<file path="src/rtl/clock_pkg.sv">
// Shared types, limits and BCD helpers for the time-of-day counter.
// TWELVE_HOUR_EN selects 01..12 hour counting; otherwise hours run 00..23.
package clock_pkg;

  typedef logic [3:0] bcd_t;

  typedef struct packed {
    bcd_t tens;
    bcd_t ones;
  } bcd2_t;

  localparam int unsigned DEFAULT_DIV = 10_000_000;
  localparam int unsigned SEC_MAX     = 59;
  localparam int unsigned MIN_MAX     = 59;
  localparam int unsigned HR24_MAX    = 23;
  localparam int unsigned HR12_MAX    = 12;

  localparam bcd2_t ZERO2    = '{tens: 4'd0, ones: 4'd0};
  localparam bcd2_t HR24_RST = '{tens: 4'd0, ones: 4'd0};
  localparam bcd2_t HR12_RST = '{tens: 4'd1, ones: 4'd2};

`ifdef TWELVE_HOUR_EN
  localparam bcd2_t HR_RST = HR12_RST;
`else
  localparam bcd2_t HR_RST = HR24_RST;
`endif

  function automatic int unsigned bcd2_val(bcd2_t v);
    return ({28'd0, v.tens} * 32'd10) + {28'd0, v.ones};
  endfunction

  // Two-digit BCD increment wrapping 59 -> 00 (seconds and minutes).
  function automatic bcd2_t bcd2_inc(bcd2_t v);
    bcd2_t r;
    r = v;
    if (v.ones == 4'd9) begin
      r.ones = 4'd0;
      r.tens = (v.tens == 4'd5) ? 4'd0 : v.tens + 4'd1;
    end else begin
      r.ones = v.ones + 4'd1;
    end
    return r;
  endfunction

  function automatic bcd2_t hr_inc(bcd2_t v);
    bcd2_t r;
    r = v;
`ifdef TWELVE_HOUR_EN
    if (v.tens == 4'd1 && v.ones == 4'd2) begin
      r = '{tens: 4'd0, ones: 4'd1};
    end else if (v.ones == 4'd9) begin
      r = '{tens: v.tens + 4'd1, ones: 4'd0};
    end else begin
      r.ones = v.ones + 4'd1;
    end
`else
    if (v.tens == 4'd2 && v.ones == 4'd3) begin
      r = ZERO2;
    end else if (v.ones == 4'd9) begin
      r = '{tens: v.tens + 4'd1, ones: 4'd0};
    end else begin
      r.ones = v.ones + 4'd1;
    end
`endif
    return r;
  endfunction

  function automatic logic bcd2_legal(bcd2_t v, int unsigned max);
    return (v.ones <= 4'd9) && (v.tens <= 4'd9) && (bcd2_val(v) <= max);
  endfunction

  function automatic logic hr_legal(bcd2_t v);
`ifdef TWELVE_HOUR_EN
    return bcd2_legal(v, HR12_MAX) && (bcd2_val(v) != 0);
`else
    return bcd2_legal(v, HR24_MAX);
`endif
  endfunction

endpackage

</file>
<file path="src/rtl/tick_prescaler.sv">
// Free-running 0..DIV-1 divider; tick is high in the cycle the count equals DIV-1.
module tick_prescaler #(
  parameter int unsigned DIV   = 10_000_000,
  parameter int unsigned DIV_W = 24
) (
  input  logic ADC_CLK_10,
  input  logic reset,
  input  logic enable,
  output logic tick
);

  localparam logic [DIV_W-1:0] Last = DIV_W'(DIV - 1);

  logic [DIV_W-1:0] cnt_q, cnt_d;

  assign tick = enable && (cnt_q == Last);

  always_comb begin
    cnt_d = cnt_q;
    if (enable) begin
      cnt_d = tick ? '0 : cnt_q + DIV_W'(1);
    end
  end

  always_ff @(posedge ADC_CLK_10) begin
    if (reset) begin
      cnt_q <= '0;
    end else begin
      cnt_q <= cnt_d;
    end
  end

endmodule

</file>
<file path="src/rtl/bcd_time_counter.sv">
// BCD time-of-day counter with 1 Hz prescaler and minute/hour set buttons.
// TWELVE_HOUR_EN (via clock_pkg) switches hours to 01..12 with a 12:00 reset value.
module bcd_time_counter
  import clock_pkg::*;
#(
  parameter int unsigned DIV   = DEFAULT_DIV,
  parameter int unsigned DIV_W = 24
) (
  input  logic       ADC_CLK_10,
  input  logic       reset,
  input  logic       run,
  input  logic       inc_min_btn,
  input  logic       inc_hr_btn,
  output logic [3:0] h10,
  output logic [3:0] h1,
  output logic [3:0] m10,
  output logic [3:0] m1,
  output logic       sec_tick,
  output logic       colon
);

  logic [1:0] min_sync_q, hr_sync_q;
  logic       min_prev_q, hr_prev_q;
  logic       min_pulse_q, hr_pulse_q;

  bcd2_t sec_q, sec_d;
  bcd2_t min_q, min_d;
  bcd2_t hr_q, hr_d;
  logic  sec_tick_q, sec_tick_d;
  logic  tick;
  logic  state_legal;

  // A minute-set pulse also restarts the second from zero.
  tick_prescaler #(
    .DIV   (DIV),
    .DIV_W (DIV_W)
  ) u_prescaler (
    .ADC_CLK_10 (ADC_CLK_10),
    .reset      (reset | min_pulse_q),
    .enable     (run),
    .tick       (tick)
  );

  always_ff @(posedge ADC_CLK_10) begin
    if (reset) begin
      min_sync_q  <= '0;
      hr_sync_q   <= '0;
      min_prev_q  <= 1'b0;
      hr_prev_q   <= 1'b0;
      min_pulse_q <= 1'b0;
      hr_pulse_q  <= 1'b0;
    end else begin
      min_sync_q  <= {min_sync_q[0], inc_min_btn};
      hr_sync_q   <= {hr_sync_q[0], inc_hr_btn};
      min_prev_q  <= min_sync_q[1];
      hr_prev_q   <= hr_sync_q[1];
      min_pulse_q <= min_sync_q[1] & ~min_prev_q;
      hr_pulse_q  <= hr_sync_q[1] & ~hr_prev_q;
    end
  end

  assign state_legal = bcd2_legal(sec_q, SEC_MAX) && bcd2_legal(min_q, MIN_MAX) && hr_legal(hr_q);

  always_comb begin
    sec_d      = sec_q;
    min_d      = min_q;
    hr_d       = hr_q;
    sec_tick_d = 1'b0;
    if (min_pulse_q) begin
      sec_d = ZERO2;
      min_d = bcd2_inc(min_q);
    end else if (tick) begin
      sec_tick_d = 1'b1;
      sec_d      = bcd2_inc(sec_q);
      if (bcd2_val(sec_q) == SEC_MAX) begin
        min_d = bcd2_inc(min_q);
        if (bcd2_val(min_q) == MIN_MAX) begin
          hr_d = hr_inc(hr_q);
        end
      end
    end
    // Applied on top of any carry, so carry + button advances two hours.
    if (hr_pulse_q) begin
      hr_d = hr_inc(hr_d);
    end
    if (!state_legal) begin
      sec_d      = ZERO2;
      min_d      = ZERO2;
      hr_d       = HR_RST;
      sec_tick_d = 1'b0;
    end
  end

  always_ff @(posedge ADC_CLK_10) begin
    if (reset) begin
      sec_q      <= ZERO2;
      min_q      <= ZERO2;
      hr_q       <= HR_RST;
      sec_tick_q <= 1'b0;
    end else begin
      sec_q      <= sec_d;
      min_q      <= min_d;
      hr_q       <= hr_d;
      sec_tick_q <= sec_tick_d;
    end
  end

  assign h10      = hr_q.tens;
  assign h1       = hr_q.ones;
  assign m10      = min_q.tens;
  assign m1       = min_q.ones;
  assign sec_tick = sec_tick_q;
  assign colon    = ~sec_q.ones[0];

endmodule

</file>
<file path="config.mk">
export PLATFORM = sky130hd
export DESIGN_NAME = bcd_time_counter
export DESIGN_NICKNAME = d
export VERILOG_FILES = /design/src/rtl/clock_pkg.sv /design/src/rtl/tick_prescaler.sv /design/src/rtl/bcd_time_counter.sv
export SDC_FILE = /design/constraint.sdc
export NUM_CORES = 1
export LEC_CHECK = 0
export CAP_MARGIN = 10
export CELL_PAD_IN_SITES_DETAIL_PLACEMENT = 0
export CELL_PAD_IN_SITES_GLOBAL_PLACEMENT = 1
export CORE_MARGIN = 5
export CORE_UTILIZATION = 41
export CTS_CLUSTER_SIZE = 24
export DETAILED_ROUTE_END_ITERATION = 16
export PLACE_DENSITY_LB_ADDON = 0.1
export REMOVE_ABC_BUFFERS = 1
export SETUP_SLACK_MARGIN = 0.4
export SLEW_MARGIN = 0
export SYNTH_ARGS = -nofsm -noshare
export SYNTH_HDL_FRONTEND = slang
export SYNTH_SLANG_ARGS = --single-unit
</file>
<file path="constraint.sdc">
create_clock -name ADC_CLK_10 -period 3.9 [get_ports ADC_CLK_10]
set_input_delay 0.78 -clock ADC_CLK_10 [delete_from_list [all_inputs] [get_ports ADC_CLK_10]]
set_output_delay 0.78 -clock ADC_CLK_10 [all_outputs]
set_load 0.05 [all_outputs]
</file>
==> results.toml, run 1 <==
[grt]
grt_pass1_wl_mm = 15.0
grt_pass1_vias = 3132
antenna_found_initial = 0
grt_use_met1_pct = 22.6
met2_usage_pct = 25.5
grt_max_degree = 23
globalRoute.busiestLayer = "met2"
grt_use_met3_pct = 2.93
globalRouteTotalUtil_pct = 16.2
overflow = 0

[synthesis]
ys_types = 63
ys.warnings.count = 0
yosysSeqAreaShare_pct = 30.5
synth_seq_cells = 57
async_flop_share_pct = 0
synth_top_area_share_pct = 30.5
yosys-top-cells-area = "dfxtp_1 (30%), ha_1 (10%), nor2_1 (5.3%), xor2_1 (4.9%), xnor2_1 (3.7%)"
syn_area_um2 = 3750
synth_cells = 441
synthTopCellsByCount = "dfxtp_1 (57), nor2_1 (53), ha_1 (30), nand2_1 (30), a21oi_1 (23)"
synth_edf_count = 0
postSynthAreaPerCell_um2 = 8.50
yosysTopAreaCell = "dfxtp_1"
ys.flop_type = "dfxtp_1"
synth.most_common_cell = "dfxtp_1"

[worst_setup_path]
setup.worst_path.start = "sec_q[7]$_SDFFE_PP0P_"
path_cells = "ha_4 -> ha_4 -> fa_1 -> buf_6 -> nand3_1 -> o211a_1 -> o2111ai_2 -> nor4_4 -> buf_6 -> buf_6 -> a31o_4 -> inv_2 -> ha_4 -> nand2_2 -> a221oi_2 -> nand4_1 -> mux2i_2 -> nor3_4 -> a22oi_1 -> nor2_1"
cpMaxStageDelayCell = "fa_1"
cp_data_required_time_ps = 4130
path_class = "flip-flop to flip-flop"
worstPathArrival_ps = 3980
ff2ff_setup_slack_ps = 150
reg2regPathDepth = 20
start_kind = "flip-flop"
crit_end = "h1[1]$_SDFF_PP0_"
worst_r2r_endpoint = "h1[1]$_SDFF_PP0_"
crit_path_max_incr_delay_ps = 550
cpLargestDelayFamily = "adder cells"
worstSetupPathDepth = 20
crit_fanout = 5
timing.critical_path.buf_inv = 4
worstReg2RegStart = "sec_q[7]$_SDFFE_PP0P_"
cp-end-kind = "flip-flop"

[timing]
final_max_slew_viol_count = 0
worstMarginPinSlew_ps = 734
relSlewSlack_pct = 51.0
period_share_pct = 96.1
hold_viol = 0
fmax_mhz = 267
setup_viol = 0
period_minus_slack_ps = 3750
fin_skew_ps = 6.64
tns_ps = 0
rsz0062_at_grt = "true"

[place]
gp_congestion = 0.849
io_buffers = 22
placed_area_um2 = 4240
detailedPlacementHpwl_mm = 6.33

[power]
p_int_mw = 0.833
share_comb_of_total_power_pct = 3.5
power_frac_seq_pct = 52.9
p_leak_nw = 1.85
power.total_mw = 1.12
peakVddDrop_v = 0.000210
powerDensity_nw_per_um2 = 240
swShare_pct = 25.5
clockPowerShare_pct = 43.6
p_sw_mw = 0.286

[layout]
fin_area_um2 = 4660
fin_nets = 538
drive_above_1_share_pct = 18.7
antennaDiodeCount = 0
syn2layout_area_growth_pct = 24.4

[status]
outcome = "finished clean"

[route]
drt_pass1_iterations = 4
vias = 3265
wl_per_cell_um = 14.3
antenna_left = 0
routed_via_density = 5.35
drt_iter0_markers = 83
drc = 0
finalWirelength_mm = 8.72

[floorplanning]
std_cell_rows = 34
dieArea_um2 = 11200
die_w_um = 106
coreArea_um2 = 8810
initial_core_util_pct = 42.6
io_pins = 23
fp.dieH_um = 106

[cts]
worstSkewPairLatency_ps = 330
htree_levels = 3
cts_buffer_depth = 2
cts.sinks = 57
cts_buffers = 9
hold_buffers = 0
cts.clk_slew.worst_paths_ps = 70
tritoncts = "built"
cts_root_buf = "clkbuf_8"

[run]
maxCapViolations = 0

[worst_hold_path]
hold_path.class = "flip-flop to flip-flop"
==> kinds of logic (layout without fill, tap and decap cells) <==
family                     count (synthesis)  count (layout)  synth area share (%)
adders and majority gates                 36              36                  13.2
buffers and inverters                     34              95                  3.77
AOI/OAI and AO/OA                         80              80                  14.4
and+or+nand+nor                          190             190                  27.6
DFF                                       57              57                  30.5
xor gates and xnor gates                  37              37                  8.65
muxes                                      7               7                  1.94
==> per-stage QoR <==
stage / std cells / util, % / hold slack (ps) / worst slack [ps]
2_1_floorplan: 429 / - / 367 / -472
3_3_place_gp: 585 / 48.1 / 371 / 59.6
3_5_place_dp: 585 / 48.1 / 373 / -67.9
4_1_cts: 610 / 52.4 / 388 / 63.7
5_1_grt: 610 / 53.0 / 412 / -0.219
6_report: 610 / 53.0 / 386 / 151
==> routing by layer <==
layer / routed length [um] / vias up
li1: - / 1686
met1: 4500 / 1523
met2: 3900 / 45
met3: 220 / 11
met4: 101 / 0
met5: 0 / -
==> sequential cells by signal, indices dropped and copies added, names as in the netlist, 2 cells and up <==
register and cells:
u_prescaler.cnt_q 24, min_sync_q 2, sec_q 8, m1 4
h1 4, hr_sync_q 2, m10 4, h10 4
==> layout make-up <==
| cell class | instances | area [um2] |
|---|---|---|
| Clock inverter | 7 | 46.3 |
| Fill cell | 833 | 4140 |
| Multi-Input combinational cell | 350 | 2640 |
| Tap cell | 108 | 135 |
| Clock buffer | 9 | 124 |
| Sequential cell | 57 | 1150 |
| Timing Repair Buffer | 57 | 494 |
| Inverter | 22 | 82.6 |
==> repair_timing <==
| item | CTS | global route |
|---|---|---|
| pin swaps | 22 | 9 |
| cloned | 0 | 0 |
| setup endpoints to repair | 8 | 8 |
| buffers inserted | 9 | 0 |
| gates resized for setup | 29 | 10 |
| hold endpoints to repair | 0 | 0 |
==> worst min path at each step <==
stage	from	endpoint	slack [ps]	cells past startpoint
finish	hr_prev_q$_SDFF_PP0_	hr_pulse_q$_SDFF_PP0_	390	1
global route	min_prev_q$_SDFF_PP0_	min_pulse_q$_SDFF_PP0_	410	1
CTS	hr_prev_q$_SDFF_PP0_	hr_pulse_q$_SDFF_PP0_	390	1
detailed placement	hr_prev_q$_SDFF_PP0_	hr_pulse_q$_SDFF_PP0_	370	1
global placement	min_prev_q$_SDFF_PP0_	min_pulse_q$_SDFF_PP0_	370	1
floorplan	hr_prev_q$_SDFF_PP0_	hr_pulse_q$_SDFF_PP0_	370	1
==> placed cells by master, fill, tap and decap left out, types with 5 or more instances in the layout <==
cell and count:
inv_1 20, clkdlybuf4s50_1 22, nand3_1 16, and3_1 9
xor2_1 20, fa_1 6, nand4_1 17, dfxtp_1 53
ha_1 22, a21oi_1 20, nor3_1 12, clkbuf_8 9
xnor2_1 15, a31oi_1 5, buf_4 32, and2_1 6
nor2_1 53, a21o_1 6, ha_4 7, nor2b_1 15
nand2_1 29, o21ai_0 17
==> power groups by stage <==
stage / logic [mW] / registers, mW / clock network, mW
floorplan: 0.0183 / 0.607 / 0
global placement: 0.0377 / 0.605 / 0
detailed placement: 0.0380 / 0.605 / 0
CTS: 0.0394 / 0.592 / 0.508
global route: 0.0433 / 0.592 / 0.535
finish: 0.0391 / 0.592 / 0.488
Note: power is estimated with default switching activity, not from simulation.
==> run 2: changes to the inputs <==
- CORE_MARGIN: 5 -> not set
==> results.toml, run 2 (synthesized netlist as in run 1, its figures left out) <==
[status]
outcome = "complete, but fails checks"
violations = "DRC"

[layout]
antennaDiodeCount = 0
fin_nets = 536
syn2layout_area_growth_pct = 23.7
largest_reg_flops = 24
reg_top3 = "u_prescaler.cnt_q (24), sec_q (8)"
drive_above_1_share_pct = 17.6
regMostFlops = "u_prescaler.cnt_q"
final_util_pct = 52.6
fin_area_um2 = 4630
final_cell_mix = "nor2_1 (53), dfxtp_1 (53), buf_4 (30)"

[route]
finalWirelength_mm = 8.91
wl_per_cell_um = 14.7
drc = 2
drt_iter0_markers = 124
antenna_left = 0
drt_pass1_iterations = 10
vias = 3250
routed_via_density = 5.35

[timing]
worstMarginPinSlew_ps = 739
timing.hold.ws_ps = 381
period_minus_slack_ps = 3770
fin_skew_ps = 10.9
rsz0062_at_grt = "true"
fmax_mhz = 265
hold_viol = 0
period_share_pct = 96.7
setup_viol = 0
final_max_slew_viol_count = 0
relSlewSlack_pct = 50.6
tns_ps = 0

[cts]
htree_levels = 3
cts_buffers = 9
cts_buffer_depth = 2
cts.sinks = 57
worstSkewPairLatency_ps = 340
cts_root_buf = "clkbuf_8"
hold_buffers = 0
tritoncts = "built"
cts.clk_slew.worst_paths_ps = 70

[grt]
overflow = 0
grt_max_degree = 23
globalRouteTotalUtil_pct = 20.3
antenna_found_initial = 0
grt_pass1_wl_mm = 15.5
grt_pass1_vias = 3257

[worst_setup_path]
ff2ff_setup_slack_ps = 130
cp_data_required_time_ps = 4130
reg2regPathDepth = 18
worst_r2r_endpoint = "h10[2]$_SDFF_PP0_"
worstPathArrival_ps = 4010
crit_fanout = 4
worstReg2RegStart = "sec_q[5]$_SDFFE_PP0P_"
path_class = "flip-flop to flip-flop"
cp-end-kind = "flip-flop"
start_kind = "flip-flop"

[power]
p_leak_nw = 1.84
peakVddDrop_v = 0.000148
powerDensity_nw_per_um2 = 243

[floorplanning]
initial_core_util_pct = 42.6
fp.dieH_um = 97.6
dieArea_um2 = 9530
die_w_um = 97.6
coreArea_um2 = 8810
io_pins = 23
std_cell_rows = 34

[worst_hold_path]
worstHoldStart = "hr_prev_q$_SDFF_PP0_"
min_path_cells = 1
holdPathEnd = "hr_pulse_q$_SDFF_PP0_"
hold_path.class = "flip-flop to flip-flop"

[place]
io_buffers = 22
placed_area_um2 = 4250
gp_congestion = 0.800
detailedPlacementHpwl_mm = 6.44

[run]
maxCapViolations = 0
run 2: cell types whose count changed in the layout (fill, tap and decap cells not counted), sizes merged:
cell	previous run	this run
buf	35	33
clkinv	6	4
clkbuf	9	10
clkinvlp	0	1
run 2: worst max-delay path, stage by stage, from the launching register on:
cell and delay, ps:
dfxtp_2 340, ha_4 240, ha_4 160, fa_1 420
xnor2_2 180, nor4_4 260, o2111ai_2 200, nor4_4 310
buf_6 150, a21oi_2 50, a31o_4 230, inv_4 60
ha_4 140, nand2_2 50, a221oi_2 170, nand4_1 130
mux2i_2 270, a21o_2 240, nor2_1 60
run 2: how the worst max path moves through the flow:
| stage | start | to | slack, ps | depth (start not counted) |
|---|---|---|---|---|
| 5_1_grt | sec_q[5]$_SDFFE_PP0P_ | h1[1]$_SDFF_PP0_ | -90 | 19 |
| 2_1_floorplan | m10[3]$_SDFFE_PP0P_ | h1[2]$_SDFF_PP0_ | -470 | 18 |
| 3_3_place_gp | m10[1]$_SDFFE_PP0P_ | h1[2]$_SDFF_PP0_ | 60 | 19 |
| 4_1_cts | sec_q[7]$_SDFFE_PP0P_ | h1[1]$_SDFF_PP0_ | 90 | 19 |
| 3_5_place_dp | m10[1]$_SDFFE_PP0P_ | h1[2]$_SDFF_PP0_ | -120 | 19 |
| 6_report | sec_q[5]$_SDFFE_PP0P_ | h10[2]$_SDFF_PP0_ | 130 | 18 |
run 2: what timing repair did:
item / in CTS / in global routing
gates resized for setup: 26 / 10
setup endpoints to repair: 8 / 8
pin swaps: 25 / 12
setup buffers: 5 / 1
run 2: layout make-up:
| cell class | count | area, um2 |
|---|---|---|
| Clock buffer | 10 | 128 |
| Timing Repair Buffer | 55 | 479 |
| Clock inverter | 6 | 43.8 |
| Fill cell | 845 | 4170 |
| Sequential cell | 57 | 1150 |
| Multi-Input combinational cell | 350 | 2620 |
| Inverter | 22 | 85.1 |
| Tap cell | 108 | 135 |
run 2: metal layers:
metal	share of wire, %	routed length [um]	vias up	track usage [%]
met5	0	0	-	0
met4	1.8	163	0	7.81
met3	2.6	229	14	3.31
met2	46	4080	52	32.4
met1	50	4440	1505	27.4
li1	-	-	1679	-
run 2: through the flow:
stage	setup slack, ps	power [mW]	instances
after global routing	-90.1	1.18	608
after global placement	58.1	0.643	586
after floorplan	-472	0.625	429
after CTS	90.0	1.15	607
after detailed placement	-115	0.644	586
final	127	1.12	608
run 2: power breakdown:
part | internal [mW] | switching, mW
logic | 0.0171 | 0.0238
registers | 0.587 | 0.00520
clock network | 0.232 | 0.258
total | 0.837 | 0.287
